==> config.mk <==
export PLATFORM = sky130hd
export DESIGN_NAME = adc_recorder_flat
export DESIGN_NICKNAME = d
export VERILOG_FILES = /design/src/rtl/audio_pkg.sv /design/src/rtl/adc_recorder_if.sv /design/src/rtl/i2s_rx_shift.sv /design/src/rtl/adc_recorder.sv /design/src/flat_wrapper.sv
export SDC_FILE = /design/constraint.sdc
export NUM_CORES = 1
export LEC_CHECK = 0
export CORE_MARGIN = 2
export CORE_UTILIZATION = 25
export CTS_CLUSTER_SIZE = 30
export DETAILED_ROUTE_END_ITERATION = 8
export PLACE_DENSITY = 0.51
export SLEW_MARGIN = 20
export SYNTH_ARGS = -nofsm -noshare
export SYNTH_HDL_FRONTEND = slang
export SYNTH_SLANG_ARGS = --single-unit
==> constraint.sdc <==
create_clock -name i_BCLK -period 2.5 [get_ports i_BCLK]
set_input_delay 0.25 -clock i_BCLK [delete_from_list [all_inputs] [get_ports i_BCLK]]
set_output_delay 0.25 -clock i_BCLK [all_outputs]
set_load 0.01 [all_outputs]
==> src/rtl/audio_pkg.sv <==
// rtl/audio_pkg.sv - shared audio codec types and defaults for the ADC and DAC paths
package audio_pkg;

    localparam int AUDIO_ADDR_W = 20;
    localparam int AUDIO_DATA_W = 16;

    typedef enum logic [2:0] {
        S_IDLE       = 3'd0,
        S_WAIT       = 3'd1,
        S_READ_LEFT  = 3'd2,
        S_READ_RIGHT = 3'd3,
        S_WRITE      = 3'd4,
        S_DONE       = 3'd5
    } rec_state_t;

endpackage

==> src/rtl/adc_recorder_if.sv <==
// rtl/adc_recorder_if.sv - SRAM write bus driven by the recorder
interface adc_recorder_if #(
    parameter int ADDR_W = 20,
    parameter int DATA_W = 16
);
    logic              o_SRAM_WE_N;
    logic [ADDR_W-1:0] o_SRAM_ADDR;
    logic [DATA_W-1:0] o_SRAM_DATA;

    modport master (
        output o_SRAM_WE_N,
        output o_SRAM_ADDR,
        output o_SRAM_DATA
    );

    modport slave (
        input o_SRAM_WE_N,
        input o_SRAM_ADDR,
        input o_SRAM_DATA
    );
endinterface

==> src/rtl/i2s_rx_shift.sv <==
// rtl/i2s_rx_shift.sv - MSB-first serial word capture with 4-bit bit counter
module i2s_rx_shift #(
    parameter int W = 16
) (
    input  logic         i_BCLK,
    input  logic         i_rst_n,
    input  logic         clr,
    input  logic         en,
    input  logic         sdata,
    output logic [W-1:0] word,
    output logic         done
);
    // Only W-1 bits are stored: the final bit is taken straight from sdata
    // so the complete word is available in the cycle it finishes.
    logic [W-2:0] sr;
    logic [3:0]   bit_cnt;

    assign word = {sr, sdata};
    assign done = en && (bit_cnt == 4'(W - 1));

    // Shift one bit per enabled cycle; counter wraps to zero after the last bit
    always_ff @(posedge i_BCLK or negedge i_rst_n) begin
        if (!i_rst_n) begin
            sr      <= '0;
            bit_cnt <= '0;
        end else if (clr) begin
            sr      <= '0;
            bit_cnt <= '0;
        end else if (en) begin
            sr      <= word[W-2:0];
            bit_cnt <= done ? 4'd0 : bit_cnt + 4'd1;
        end
    end
endmodule

==> src/rtl/adc_recorder.sv <==
// rtl/adc_recorder.sv - codec ADC frame capture into an SRAM region; ADC_MONO_AVG_EN stores (L+R)>>>1
module adc_recorder
    import audio_pkg::*;
#(
    parameter int ADDR_W = AUDIO_ADDR_W,
    parameter int DATA_W = AUDIO_DATA_W
) (
    input  logic              i_BCLK,
    input  logic              i_rst_n,
    input  logic              i_record,
    input  logic [ADDR_W-1:0] i_start_pos,
    input  logic [ADDR_W-1:0] i_end_pos,
    input  logic              i_ADCLRCK,
    input  logic              i_ADCDAT,
    adc_recorder_if.master    sram,
    output logic              o_done,
    output logic [ADDR_W-1:0] o_last_pos,
    output logic [2:0]        o_state
);
    rec_state_t        state, state_n;
    logic              lrck_q;
    logic              left_held;
    logic [ADDR_W-1:0] addr_q;
    logic [DATA_W-1:0] left_q;
    logic [DATA_W-1:0] sample_q;
    logic [DATA_W-1:0] frame_sample;
    logic [DATA_W-1:0] sh_word;
    logic              sh_done;
    logic              sh_en;
    logic              lrck_fall, lrck_rise, at_end;

    assign lrck_fall = lrck_q & ~i_ADCLRCK;
    assign lrck_rise = ~lrck_q & i_ADCLRCK;
    assign at_end    = (addr_q >= i_end_pos);
    assign sh_en     = (state == S_READ_LEFT) || (state == S_READ_RIGHT);

    i2s_rx_shift #(.W(DATA_W)) u_shift (
        .i_BCLK  (i_BCLK),
        .i_rst_n (i_rst_n),
        .clr     (state == S_IDLE),
        .en      (sh_en),
        .sdata   (i_ADCDAT),
        .word    (sh_word),
        .done    (sh_done)
    );

`ifdef ADC_MONO_AVG_EN
    // One extra bit of headroom makes the sum exact; halving brings it back in range.
    logic [DATA_W:0] mono_sum;
    assign mono_sum     = {left_q[DATA_W-1], left_q} + {sh_word[DATA_W-1], sh_word};
    assign frame_sample = DATA_W'(mono_sum >> 1);
`else
    assign frame_sample = left_q;
`endif

    assign sram.o_SRAM_WE_N = (state != S_WRITE);
    assign sram.o_SRAM_ADDR = addr_q;
    assign sram.o_SRAM_DATA = sample_q;
    assign o_done           = (state == S_DONE);
    assign o_state          = state;

    // State register
    always_ff @(posedge i_BCLK or negedge i_rst_n) begin
        if (!i_rst_n) state <= S_IDLE;
        else          state <= state_n;
    end

    // Next-state: frame sequencing, abort on record drop, stop at region end
    always_comb begin
        state_n = state;
        case (state)
            S_IDLE:       if (i_record) state_n = S_WAIT;
            S_WAIT: begin
                if (!i_record)                    state_n = S_DONE;
                else if (lrck_fall)               state_n = S_READ_LEFT;
                else if (lrck_rise && left_held)  state_n = S_READ_RIGHT;
            end
            S_READ_LEFT: begin
                if (!i_record)    state_n = S_DONE;
                else if (sh_done) state_n = S_WAIT;
            end
            S_READ_RIGHT: begin
                if (!i_record)    state_n = S_DONE;
                else if (sh_done) state_n = S_WRITE;
            end
            S_WRITE:      state_n = (!i_record || at_end) ? S_DONE : S_WAIT;
            S_DONE:       state_n = S_IDLE;
            default:      state_n = S_IDLE;
        endcase
    end

    // Datapath: word clock history, held left word, sample, address and last position
    always_ff @(posedge i_BCLK or negedge i_rst_n) begin
        if (!i_rst_n) begin
            lrck_q     <= 1'b0;
            left_held  <= 1'b0;
            addr_q     <= '0;
            left_q     <= '0;
            sample_q   <= '0;
            o_last_pos <= '0;
        end else begin
            lrck_q <= i_ADCLRCK;
            case (state)
                S_IDLE: begin
                    addr_q    <= i_start_pos;
                    left_held <= 1'b0;
                end
                S_WAIT: begin
                    if (lrck_fall) left_held <= 1'b0;
                end
                S_READ_LEFT: begin
                    if (i_record && sh_done) begin
                        left_q    <= sh_word;
                        left_held <= 1'b1;
                    end
                end
                S_READ_RIGHT: begin
                    if (i_record && sh_done) begin
                        sample_q  <= frame_sample;
                        left_held <= 1'b0;
                    end
                end
                S_WRITE: begin
                    o_last_pos <= addr_q;
                    if (state_n == S_WAIT) addr_q <= addr_q + 1'b1;
                end
                default: ;
            endcase
        end
    end
endmodule

==> src/flat_wrapper.sv <==
// flat-port wrapper written by rule: the top's interface ports become plain ports
module adc_recorder_flat import audio_pkg::*;
#(
    parameter int ADDR_W = AUDIO_ADDR_W,
    parameter int DATA_W = AUDIO_DATA_W
)
  (i_BCLK, i_rst_n, i_record, i_start_pos, i_end_pos, i_ADCLRCK, i_ADCDAT, o_done, o_last_pos, o_state, sram_o_SRAM_WE_N, sram_o_SRAM_ADDR, sram_o_SRAM_DATA);
  adc_recorder_if #(.ADDR_W(ADDR_W), .DATA_W(DATA_W)) sram_i ();
  input  logic i_BCLK;
  input  logic i_rst_n;
  input  logic i_record;
  input  logic [ADDR_W-1:0] i_start_pos;
  input  logic [ADDR_W-1:0] i_end_pos;
  input  logic i_ADCLRCK;
  input  logic i_ADCDAT;
  output logic o_done;
  output logic [ADDR_W-1:0] o_last_pos;
  output logic [2:0] o_state;
  output wire logic [$bits(sram_i.o_SRAM_WE_N)-1:0] sram_o_SRAM_WE_N;
  output wire logic [$bits(sram_i.o_SRAM_ADDR)-1:0] sram_o_SRAM_ADDR;
  output wire logic [$bits(sram_i.o_SRAM_DATA)-1:0] sram_o_SRAM_DATA;
  assign sram_o_SRAM_WE_N = sram_i.o_SRAM_WE_N;
  assign sram_o_SRAM_ADDR = sram_i.o_SRAM_ADDR;
  assign sram_o_SRAM_DATA = sram_i.o_SRAM_DATA;
  adc_recorder #(.ADDR_W(ADDR_W), .DATA_W(DATA_W)) u_core (.i_BCLK(i_BCLK), .i_rst_n(i_rst_n), .i_record(i_record), .i_start_pos(i_start_pos), .i_end_pos(i_end_pos), .i_ADCLRCK(i_ADCLRCK), .i_ADCDAT(i_ADCDAT), .sram(sram_i), .o_done(o_done), .o_last_pos(o_last_pos), .o_state(o_state));
endmodule
* After elaboration in Yosys (flattened, before gate mapping)
Cells that the tools add are included.
Storage, ports and cells: output and inout port bits 61, register bits 96, logic and storage cells 63, memories 0, input bits 45, bits in writable memories 0, bits in latches 0, bits in read-only memories 0
Operators by class: reductions and logical operators 14, $add $sub $neg 2, shifts and indexed selects 0, divide/modulo/power cells 0, bitwise operators 4, $mul 0, multiplexer cells 21, equality and inequality tests 12, order comparisons 1
Operators with widths (number):
- $pmux 20 s2 | 1
- $mux 15 | 2
- $mux 3 | 9
- $add 20x1->20 const B | 1
- $ge 20x20->1 | 1
- $mux 20 | 1
- $pmux 3 s5 | 1
- $mux 4 | 3
- $eq 3x1->1 const B | 2
- $eq 3x2->1 const B | 2
- $eq 3x3->1 const B | 2
- $reduce_and 2->1 | 3
- $add 4x1->4 const B | 1
- $eq 4x4->1 const B | 1
- $ne 2x1->1 const B | 2
- $ne 2x2->1 const B | 2
- $pmux 1 s4 | 1
- $reduce_and 4->1 | 1
- $reduce_bool 2->1 | 2
- $reduce_bool 4->1 | 1
- $logic_and 1x1->1 | 3
- $logic_not 3->1 | 1
- $mux 1 | 3
- $ne 3x3->1 const B | 1
- other kinds (4) | 7

* Depth between registers and ports, before layout
Gate-level depths: netlist of the first run.
depth after elaboration 10, mapped depth 10, gate-level depth less buffers 8

* Modules after synthesis
From an unflattened synthesis of the first run, not the netlist that was laid out.
Unflattened totals: cell total of the unflattened synthesis 487, area, all modules 5188.7 µm²
Modules (own cells, without submodules):
- adc_recorder | instances 1, seq. area each 1926.8 µm², cells each 415, area each 4361.7 µm²
- i2s_rx_shift | instances 1, seq. area each 475.5 µm², cells each 72, area each 827.0 µm²

* Least setup slack after synthesis of the first run
Ideal clock, no wire load.
path kind flip-flop to flip-flop, start reg u_core.addr_q[0], in the netlist u_core.sram.o_SRAM_ADDR[0], end reg u_core.addr_q[8], in the netlist u_core.sram.o_SRAM_ADDR[8], slack 173 ps, required time 2404 ps, clock period less this slack 2327 ps, buffers on the path 1, cell stages (with the launch flop) 10, arrival 2231 ps, library setup time 96 ps, path through dfrtp_1 -> inv_1 -> ha_1 -> nand2b_4 -> a2111oi_4 -> o311a_2 -> o21ai_4 -> buf_6 -> o31a_1 -> a311oi_2
On the way: cells in the longest elaborated chain, start to end 7, elaborated cells on any way between the ends 10, those cells by class 1 x add/sub; 1 x order compare; 2 x eq/ne; 4 x mux; 2 x reduce/logical
Ends and longest elaborated chain:
- from (decl) | line adc_recorder.sv:23 | logic [ADDR_W-1:0] addr_q;
- from (signal assigned) | line adc_recorder.sv:105 | addr_q <= i_start_pos;
- from (signal assigned) | line adc_recorder.sv:125 | if (state_n == S_WAIT) addr_q <= addr_q + 1'b1;
- $ge 20x20->1 | line adc_recorder.sv:34 | assign at_end = (addr_q >= i_end_pos);
- $logic_or 1x1->1 | line adc_recorder.sv:86 | S_WRITE: state_n = (!i_record || at_end) ? S_DONE : S_WAIT;
- $mux 3 | line adc_recorder.sv:86
- $pmux 3 s5 | line adc_recorder.sv:71 | case (state)
- $eq 3x1->1 | line adc_recorder.sv:125
- $ne 2x1->1 (no line)
- $reduce_and 2->1 (no line)
Parallel ways exist; a longest one is shown, timed or not. The select of a mux whose other input is x is not followed. A chain may end at the register's enable or synchronous reset.

* Final worst setup path of the first run
start reg u_core.addr_q[11], in the netlist u_core.sram.o_SRAM_ADDR[11], end reg u_core.addr_q[3], in the netlist u_core.sram.o_SRAM_ADDR[3]
On the way: cells in the longest elaborated chain, start to end 7
Ends and longest elaborated chain (line):
- $ge 20x20->1 | adc_recorder.sv:34
- $logic_or 1x1->1 | adc_recorder.sv:86
- $mux 3 | adc_recorder.sv:86
- $pmux 3 s5 | adc_recorder.sv:71
- $eq 3x1->1 | adc_recorder.sv:125
- $ne 2x1->1 (no line)
- $reduce_and 2->1 (no line)
No other way between the ends.

==> results of run 1 <==
-- metal layers --
layer / GRT usage, % / vias to the layer above / share of wire, %
met4: 5.825 / 0 / 2.0
met1: 20.02 / 2135 / 47
met2: 21.82 / 173 / 44
li1: - / 2021 / -
met5: 0 / - / 0
met3: 3.685 / 25 / 7.3
-- synth_stat cells, types with 4 or more instances --
cell type,number
nand3_1,30
nand2_1,66
and3_1,8
inv_1,25
clkbuf_1,14
mux2_2,47
a311oi_1,4
nand4_1,10
ha_1,22
dfrtp_1,96
a21oi_1,22
nor2_1,15
o21ai_0,15
nor3_1,8
o211ai_1,6
buf_2,8
o21a_1,4
o22ai_1,6
-- worst max-delay path by stage --
stage	to	slack [ps]
2_1_floorplan	u_core.sram.o_SRAM_ADDR[8]	170
3_3_place_gp	u_core.sram.o_SRAM_ADDR[19]	-150
3_5_place_dp	u_core.sram.o_SRAM_ADDR[3]	-200
4_1_cts	u_core.sram.o_SRAM_ADDR[17]	80
5_1_grt	u_core.sram.o_SRAM_ADDR[12]	50
6_report	u_core.sram.o_SRAM_ADDR[3]	130
-- worst reg2reg max path, stage by stage (launching register included) --
cell and delay, ps:
dfrtp_1 400, ha_1 320, nand2_1 60, o21a_1 240, a2111o_1 470, o21ai_4 220, buf_12 150, nor4_1 50
or3_1 350
-- layout make-up --
class                           instances  area, um^2
Tap cell                              265       331.6
Timing Repair Buffer                  153        1424
Multi-Input combinational cell        330        2345
Sequential cell                        96        2402
Fill cell                            1968       12570
Inverter                               27       101.3
Clock buffer                           10       239.0
Clock inverter                          6       53.80
-- state kept, by name, summed over array words and instances (netlist names) --
register                 flops
u_core.u_shift.sr           15
u_core.o_state               3
u_core.sram.o_SRAM_DATA     16
u_core.sram.o_SRAM_ADDR     20
u_core.left_held             1
u_core.lrck_q                1
u_core.u_shift.bit_cnt       4
u_core.o_last_pos           20
u_core.frame_sample         16
-- where the power goes --
| part | leakage, uW | switching (uW) | internal [uW] |
|---|---|---|---|
| Clock | 0.000142 | 674 | 724 |
| Combinational | 0.00168 | 1920 | 1790 |
| Sequential | 0.00125 | 245 | 1930 |
-- repair_timing --
item,CTS,global route
resized for setup,0,6
hold endpoints to repair,42,0
hold buffers,1,0
endpoints found under the setup margin,0,4
-- cell families (layout without fill, tap and decap cells) --
| kind of cell | count (synthesis) | after routing | share of synthesized area, % |
|---|---|---|---|
| DFF | 96 | 96 | 48.50 |
| buffers and inverters | 53 | 196 | 4.597 |
| AOI/OAI and AO/OA | 95 | 95 | 13.92 |
| muxes | 48 | 48 | 10.89 |
| and+or+nand+nor | 164 | 164 | 16.37 |
| adders and majority gates | 22 | 22 | 5.557 |
| xor gates and xnor gates | 1 | 1 | 0.1768 |
-- metrics by stage --
step	cells	power [uW]
finish	887	7280
global route	887	7772
CTS	887	7293
detailed placement	870	5857
global placement	870	5795
floorplan	479	4049
==> results.json, run 1 <==
{
  "status": "complete, no violations",
  "fp.dieArea_mm2": 0.02096,
  "peakVddDrop_uv": 435.7,
  "dr.pass1.iters": 6,
  "crit_type": "reg -> reg",
  "drv_cap": 0,
  "min_delay_worst_endpoint": "u_core.lrck_q",
  "antenna_cells": 0,
  "p_leak_uw": 0.003074,
  "synth-main-ff-cell": "dfrtp_1",
  "final_core_util_pct": 35.44,
  "hold_path_depth": 1,
  "crit_family": "compound AO/OA/AOI/OAI gates",
  "start_kind": "flip-flop",
  "syn2layout_area_growth_pct": 39.23,
  "coreArea_mm2": 0.01946,
  "tritoncts": "built",
  "end_kind": "flip-flop",
  "setup.worst_path.start": "u_core.sram.o_SRAM_ADDR[11]",
  "reg2reg_depth": 8,
  "portBuffers": 105,
  "fmax_mhz": 421.6,
  "synth_warnings": 0,
  "synth-seq-cells": 96,
  "synthArstFlopShare_pct": 100.0,
  "fp-row-count": 51,
  "cpMaxStageDelayCell": "a2111o_1",
  "synthTopCellsByArea": "dfrtp_1 48%, mux2_2 11%, ha_1 5.6%, nand2_1 5.0%, nand3_1 3.0%",
  "setup_violations": 0,
  "path_clk_slew_ps": 70,
  "die_x_um": 144.8,
  "min_path_type": "in -> reg",
  "finalCritPeriodShare_pct": 94.88,
  "p_per_area_mw_per_mm2": 1056,
  "synth.avg_cell_area_um2": 10.34,
  "insertion_delay_ps": 360,
  "period_needed_ps": 2372,
  "antenna_found_initial": 0,
  "numClockSinks": 96,
  "grt_use_total_pct": 14.54,
  "io_pins": 106,
  "dp_slack_ps": -200.2,
  "finalSetupTns_ps": 0,
  "layout_common_cells": "104 x clkdlybuf4s50_1, 96 x dfrtp_1, 66 x nand2_1",
  "setup_ws_ps": 128.1,
  "routed_wl_um": 14850,
  "route.detailed.drc": 0,
  "cts_setup_buffers": 0,
  "critPathRequiredTime_ps": 2740,
  "r2r_slack_ps": 130,
  "cpPeakStageDelay_ps": 460,
  "placed_area_mm2": 0.006573,
  "worstPathArrival_ps": 2610,
  "die_y_um": 144.8,
  "drv_slew": 0,
  "finalNetCount": 684,
  "hold_viol_final": 0,
  "h-tree-depth": 3,
  "synth-edff-count": 0,
  "final_common_cell": "clkdlybuf4s50_1",
  "grt_pass1_vias": 4378,
  "slew_headroom_pct": 32.39,
  "crit_fanout": 11,
  "hold-worst-slack_ps": 415.0,
  "crit_chain": "ha_1 > nand2_1 > o21a_1 > a2111o_1 > o21ai_4 > buf_12 > nor4_1 > or3_1",
  "hold_start": "i_ADCLRCK",
  "worst_clock_skew_ps": 7.212,
  "drtAntennaViolNets": 0,
  "vias_per_cell": 4.909,
  "grt_pass1_wl_um": 23350,
  "design_area_mm2": 0.006897,
  "dpl.hpwl_um": 10740,
  "layout-drive-gt1-share_pct": 20.58,
  "synth_cells": 479,
  "cts_root_buf": "clkbuf_16",
  "r2r_start": "u_core.sram.o_SRAM_ADDR[11]",
  "synth_area_mm2": 0.004954,
  "rsz0062_at_grt": "no",
  "grt_max_degree": 46,
  "cp_num_buf_inv": 1,
  "synth.largest_area_cell": "dfrtp_1",
  "synth.distinct_cells": 64,
  "synth_fp_nets": 546,
  "cp.depth": 8,
  "gp_congestion": 0.8203,
  "regToRegEndpoint": "u_core.sram.o_SRAM_ADDR[3]",
  "cts_buffers": 9,
  "initial_utilization_pct": 25.45,
  "dr.first_iter.drc_count": 311,
  "synth_top_area_share_pct": 48.50,
  "wl_per_cell_um": 16.74,
  "worst_pin_slew_ps": 1010,
  "routed-via-count": 4354,
  "clock_path_buffers": 2,
  "ys_seq_area_share_pct": 48.50,
  "grt-ovfl-total": 0
}
Power figures use the tool's default switching activity.
==> inputs of run 2 (changes only) <==
- CAP_MARGIN: default -> 25
- CTS_CLUSTER_SIZE: 30 -> 20
- GPL_ROUTABILITY_DRIVEN: default -> 0
==> results of run 2 <==
Same layout as run 1: the final DEF is identical, and so are final timing and power.
